`src/rtl/ram_axil_bridge.sv`:
```
// rtl/ram_axil_bridge.sv - CPU data-port to AXI4-Lite master bridge
// One transaction per load/store, with lane steering, wstrb and load extension.
module ram_axil_bridge #(
  parameter logic [2:0] AXI_PROT = 3'b000
) (
  input  logic        clk,
  input  logic        rst,
  input  logic [31:0] cpu_addr_i,
  input  logic [31:0] cpu_wdata_i,
  input  logic        cpu_we_i,
  input  logic        cpu_re_i,
  input  logic [2:0]  cpu_size_i,
  output logic [31:0] cpu_rdata_o,
  output logic        hold_flag_o,
  output logic        err_o,
  output logic [31:0] m_awaddr,
  output logic [2:0]  m_awprot,
  output logic        m_awvalid,
  input  logic        m_awready,
  output logic [31:0] m_wdata,
  output logic [3:0]  m_wstrb,
  output logic        m_wvalid,
  input  logic        m_wready,
  input  logic [1:0]  m_bresp,
  input  logic        m_bvalid,
  output logic        m_bready,
  output logic [31:0] m_araddr,
  output logic [2:0]  m_arprot,
  output logic        m_arvalid,
  input  logic        m_arready,
  input  logic [31:0] m_rdata,
  input  logic [1:0]  m_rresp,
  input  logic        m_rvalid,
  output logic        m_rready
);

  localparam logic [2:0] IDLE  = 3'd0;
  localparam logic [2:0] WR    = 3'd1;
  localparam logic [2:0] WRESP = 3'd2;
  localparam logic [2:0] RADDR = 3'd3;
  localparam logic [2:0] RDATA = 3'd4;
  localparam logic [2:0] DONE  = 3'd5;

  logic [2:0]  state;
  logic        aw_done;
  logic        w_done;
  logic [1:0]  lo_q;
  logic [2:0]  size_q;
  logic        req;
  logic        aligned;
  logic [3:0]  wstrb_c;
  logic [31:0] wdata_c;
  logic [31:0] rshift;
  logic [31:0] rext;
  logic        aw_fire;
  logic        w_fire;
  logic        aw_all;
  logic        w_all;

  assign req         = cpu_we_i | cpu_re_i;
  assign hold_flag_o = req & (state != DONE);
  assign m_awprot    = AXI_PROT;
  assign m_arprot    = AXI_PROT;

  // Undefined size codes fall into the misaligned bucket.
  always_comb begin
    aligned = 1'b0;
    case (cpu_size_i)
      3'b000, 3'b100: aligned = 1'b1;
      3'b001, 3'b101: aligned = ~cpu_addr_i[0];
      3'b010:         aligned = (cpu_addr_i[1:0] == 2'b00);
      default:        aligned = 1'b0;
    endcase
  end

  always_comb begin
    case (cpu_size_i[1:0])
      2'b00:   wstrb_c = 4'b0001 << cpu_addr_i[1:0];
      2'b01:   wstrb_c = 4'b0011 << cpu_addr_i[1:0];
      default: wstrb_c = 4'b1111;
    endcase
  end

  assign wdata_c = cpu_wdata_i << {cpu_addr_i[1:0], 3'b000};
  assign rshift  = m_rdata >> {lo_q, 3'b000};

  always_comb begin
    case (size_q)
      3'b000:  rext = {{24{rshift[7]}}, rshift[7:0]};
      3'b001:  rext = {{16{rshift[15]}}, rshift[15:0]};
      3'b100:  rext = {24'd0, rshift[7:0]};
      3'b101:  rext = {16'd0, rshift[15:0]};
      default: rext = rshift;
    endcase
  end

  assign aw_fire = m_awvalid & m_awready;
  assign w_fire  = m_wvalid & m_wready;
  assign aw_all  = aw_done | aw_fire;
  assign w_all   = w_done | w_fire;

  always_ff @(posedge clk or negedge rst) begin
    if (!rst) begin
      state       <= IDLE;
      aw_done     <= 1'b0;
      w_done      <= 1'b0;
      lo_q        <= 2'b00;
      size_q      <= 3'b000;
      cpu_rdata_o <= 32'd0;
      err_o       <= 1'b0;
      m_awaddr    <= 32'd0;
      m_awvalid   <= 1'b0;
      m_wdata     <= 32'd0;
      m_wstrb     <= 4'd0;
      m_wvalid    <= 1'b0;
      m_bready    <= 1'b0;
      m_araddr    <= 32'd0;
      m_arvalid   <= 1'b0;
      m_rready    <= 1'b0;
    end else begin
      err_o <= 1'b0;
      case (state)
        IDLE: begin
          if (req) begin
            if (!aligned) begin
              state <= DONE;
              err_o <= 1'b1;
              if (!cpu_we_i) cpu_rdata_o <= 32'd0;
            end else if (cpu_we_i) begin
              m_awaddr  <= {cpu_addr_i[31:2], 2'b00};
              m_wdata   <= wdata_c;
              m_wstrb   <= wstrb_c;
              m_awvalid <= 1'b1;
              m_wvalid  <= 1'b1;
              aw_done   <= 1'b0;
              w_done    <= 1'b0;
              state     <= WR;
            end else begin
              m_araddr  <= {cpu_addr_i[31:2], 2'b00};
              m_arvalid <= 1'b1;
              lo_q      <= cpu_addr_i[1:0];
              size_q    <= cpu_size_i;
              state     <= RADDR;
            end
          end
        end
        WR: begin
          if (aw_fire) begin
            m_awvalid <= 1'b0;
            aw_done   <= 1'b1;
          end
          if (w_fire) begin
            m_wvalid <= 1'b0;
            w_done   <= 1'b1;
          end
          if (aw_all && w_all) begin
            m_bready <= 1'b1;
            state    <= WRESP;
          end
        end
        WRESP: begin
          if (m_bvalid) begin
            m_bready <= 1'b0;
            err_o    <= (m_bresp != 2'b00);
            state    <= DONE;
          end
        end
        RADDR: begin
          if (m_arready) begin
            m_arvalid <= 1'b0;
            m_rready  <= 1'b1;
            state     <= RDATA;
          end
        end
        RDATA: begin
          if (m_rvalid) begin
            m_rready    <= 1'b0;
            err_o       <= (m_rresp != 2'b00);
            cpu_rdata_o <= (m_rresp != 2'b00) ? 32'd0 : rext;
            state       <= DONE;
          end
        end
        DONE:    state <= IDLE;
        default: state <= IDLE;
      endcase
    end
  end

endmodule

```
`config.mk`:
```
export PLATFORM = sky130hd
export DESIGN_NAME = ram_axil_bridge
export DESIGN_NICKNAME = d
export VERILOG_FILES = /design/src/rtl/ram_axil_bridge.sv
export SDC_FILE = /design/constraint.sdc
export NUM_CORES = 1
export LEC_CHECK = 0
export ABC_AREA = 1
export CORE_MARGIN = 5
export CORE_UTILIZATION = 50
export CTS_BUF_LIST = sky130_fd_sc_hd__clkbuf_4
export CTS_CLUSTER_SIZE = 40
export DETAILED_ROUTE_END_ITERATION = 8
export GPL_ROUTABILITY_DRIVEN = 0
export PLACE_DENSITY = 0.88
export SLEW_MARGIN = 20
export SYNTH_ARGS = -nofsm -noshare
export SYNTH_HDL_FRONTEND = slang
export SYNTH_SLANG_ARGS = --single-unit
```
`constraint.sdc`:
```
create_clock -name clk -period 3.52 [get_ports clk]
set_clock_uncertainty 0.05 [all_clocks]
set_input_delay 0.704 -clock clk [delete_from_list [all_inputs] [get_ports clk]]
set_output_delay 0.704 -clock clk [all_outputs]
set_load 0.05 [all_outputs]
```
==> impl_metrics.yaml <==
status:
  status: "completed"
timing:
  slew_violations: 0
  worstMarginPinSlew_ps: 883
  rsz0062_at_grt: "false"
  tns_ps: 0
  max_freq_ghz: 0.372
  setup_viol: 0
  period_share_pct: 76.4
  slew_headroom_pct: 41.1
  finalHoldViolCount: 0
  holdWs_ps: 53.6
  min_period_ps: 2690
floorplanning:
  initial_core_util_pct: 50.3
  die_h_um: 130
  ios: 257
  row_count: 44
  dieArea_sq_um: 16900
  fp.dieW_um: 130
  core_area_sq_um: 14400
grt:
  grt_pass1_vias: 6703
  grt_pass1_wl_um: 33400
  grt_use_total_pct: 25.2
  grt_antenna_before_repair: 1
  grt_overflow: 0
  grt_max_degree: 69
cells_and_area:
  drive_above_1_share_pct: 7.89
  finalInstanceArea_sq_um: 9920
  area_growth_pct: 37.4
  nNetsFinal: 1239
synthesis:
  yosysTopAreaCell: "dfrtp_1"
  synth-simple-area-share_pct: 27.4
  synth_top_area_share_pct: 49.9
  ys_warn_count: 0
  yosysMostFrequentCell: "nand2_1"
  synth_fa_ha_area_share_pct: 0
  synthTopCellsByArea: "dfrtp_1 (50%), nand2_1 (18%), nand3_1 (4.4%), o21ai_0 (4.2%), o21ai_1 (3.3%)"
  synth_top_family_by_area: "simple AND/OR/NAND/NOR gates"
  synth_compound_area_share_pct: 13.5
  synth_flop_cell: "dfrtp_1"
  yosys.cell_types.count: 37
  seq_area_frac_synth_pct: 49.9
  synthXorXnorAreaFrac_pct: 0
  synth_edf_count: 0
  muxShareOfSynthArea_pct: 0
  syn_inst: 908
  synth_area_sq_um: 7220
  synth_common_cells: "nand2_1 (344), dfrtp_1 (144), nand3_1 (64), o21ai_0 (61), inv_1 (53)"
  async_flop_share_pct: 100
  ys_seq_elements: 144
  syn_avg_cell_area_sq_um: 7.95
worst_setup_path:
  crit_fanout: 3
  r2r_start: "lo_q[0]$_DFFE_PN0P_"
  worstReg2RegEnd: "cpu_rdata_o[16]$_DFFE_PN0P_"
  path_cells: "clkdlybuf4s50_1, nor2_1, a31o_2, inv_1, buf_4"
  end_kind: "output pin"
  reg2reg_slack_ps: 1180
  r2r_cells: 8
  crit_slowest_cell: "clkdlybuf4s50_1"
  cpPeakStageDelay_ps: 630
  arrival_ps: 1930
  critical_path_class: "input port to output pin"
  startpoint_type: "input port"
  required_ps: 2770
placed_design:
  port-buffer-count: 246
  dpl_cell_area_sq_um: 9630
  dpl.hpwl_um: 15600
pwr:
  peakVddDrop_v: 0.000730
  total_power_mw: 9.07
  powerDensity_nw_per_um2: 914
  p_leak_nw: 4.79
drt:
  routed_wirelength_um: 21200
  routedWlPerCell_um: 16.0
  drc: 0
  drt-vias-per-instance: 5.21
  firstDrtPassIters: 6
  ant_nets: 0
  drt_iter0_drc: 634
  vias: 6914
cts:
  cts_tree: "done"
  ctsResizeCount: 0
  clkLatencyLatePin_ps: 540
  cts_sinks: 144
  path_clk_slew_ps: 120
  clockBufferDepth: 2
  htreeDepth: 4
  numCtsBuffers: 17
  cts_root_buf: "clkbuf_4"
  cts_hold_buf: 0
  cts_setup_buffers: 0
hold_path:
  min_path_type: "input port to async pin"
job:
  max_cap_violations: 0
## power breakdown
part | internal (mW) | switching [mW] | total, mW
registers | 2.27 | 0.419 | 2.69
logic | 1.64 | 3.66 | 5.30
clock network | 0.439 | 0.639 | 1.08
total | 4.34 | 4.72 | 9.07
## placed cells by master (no fill, tap or decap), drive strengths merged, types with 3 or more instances in the layout
cell type	Yosys	routed
a21oi	36	36
a31oi	11	11
buf	47	12
clkbuf	18	18
clkdlybuf4s50	0	244
clkinv	0	5
clkinvlp	0	3
conb	1	10
dfrtp	144	144
inv	59	63
nand2	350	350
nand3	70	70
nand4	4	4
nor2	29	29
o21ai	117	117
o31ai	6	6
or2	9	9
## worst max-delay path, delay by kind of cell
kind	cells	cell delay [ps]
AOI/OAI and AO/OA	1	240
buffers and inverters	3	860
and+or+nand+nor	1	130
## worst max path at each step
stage	slack, ps	startpoint	end
2_1_floorplan	1510	cpu_re_i	hold_flag_o
3_3_place_gp	840	cpu_size_i[0]	m_wstrb[2]$_DFFE_PN0P_
3_5_place_dp	770	cpu_size_i[0]	m_wdata[25]$_DFFE_PN0P_
4_1_cts	830	cpu_we_i	hold_flag_o
5_1_grt	810	cpu_we_i	hold_flag_o
6_report	830	cpu_we_i	hold_flag_o
## through the flow
stage	worst slack [ps]	utilization, %	instances
finish	831	69.1	1326
floorplan	1510	-	917
global placement	838	67.0	1292
global route	806	69.0	1325
CTS	832	69.0	1324
detailed placement	773	67.0	1292
## routing by layer
metal	vias to the layer above	global-route usage (%)	share of wire, %
li1	3347	-	-
met1	3182	31.0	38
met2	342	39.8	47
met3	43	9.99	12
met4	0	10.1	2.7
met5	-	0	0
## logic make-up (layout without fill, tap and decap cells)
logic type	count (synthesis)	after routing
and+or+nand+nor	465	465
AOI/OAI and AO/OA	174	174
DFF	144	144
buffers and inverters	124	347
other	1	12
## state kept, by name, summed over array words and instances (netlist names), 2 cells and up
| register | cells |
|---|---|
| m_wstrb | 4 |
| m_awaddr | 30 |
| size_q | 3 |
| m_araddr | 30 |
| cpu_rdata_o | 32 |
| m_wdata | 32 |
| state | 3 |
| lo_q | 2 |
## layout make-up
type,count,area (sq um)
antenna,2,5.00
clock buffer,18,135
clock inverter,14,156
fill,1150,4450
inverter,59,226
multi-input combinational,649,2990
sequential,144,3600
tap,184,230
timing repair buffer,256,2570
Power figures use the tool's default switching activity.
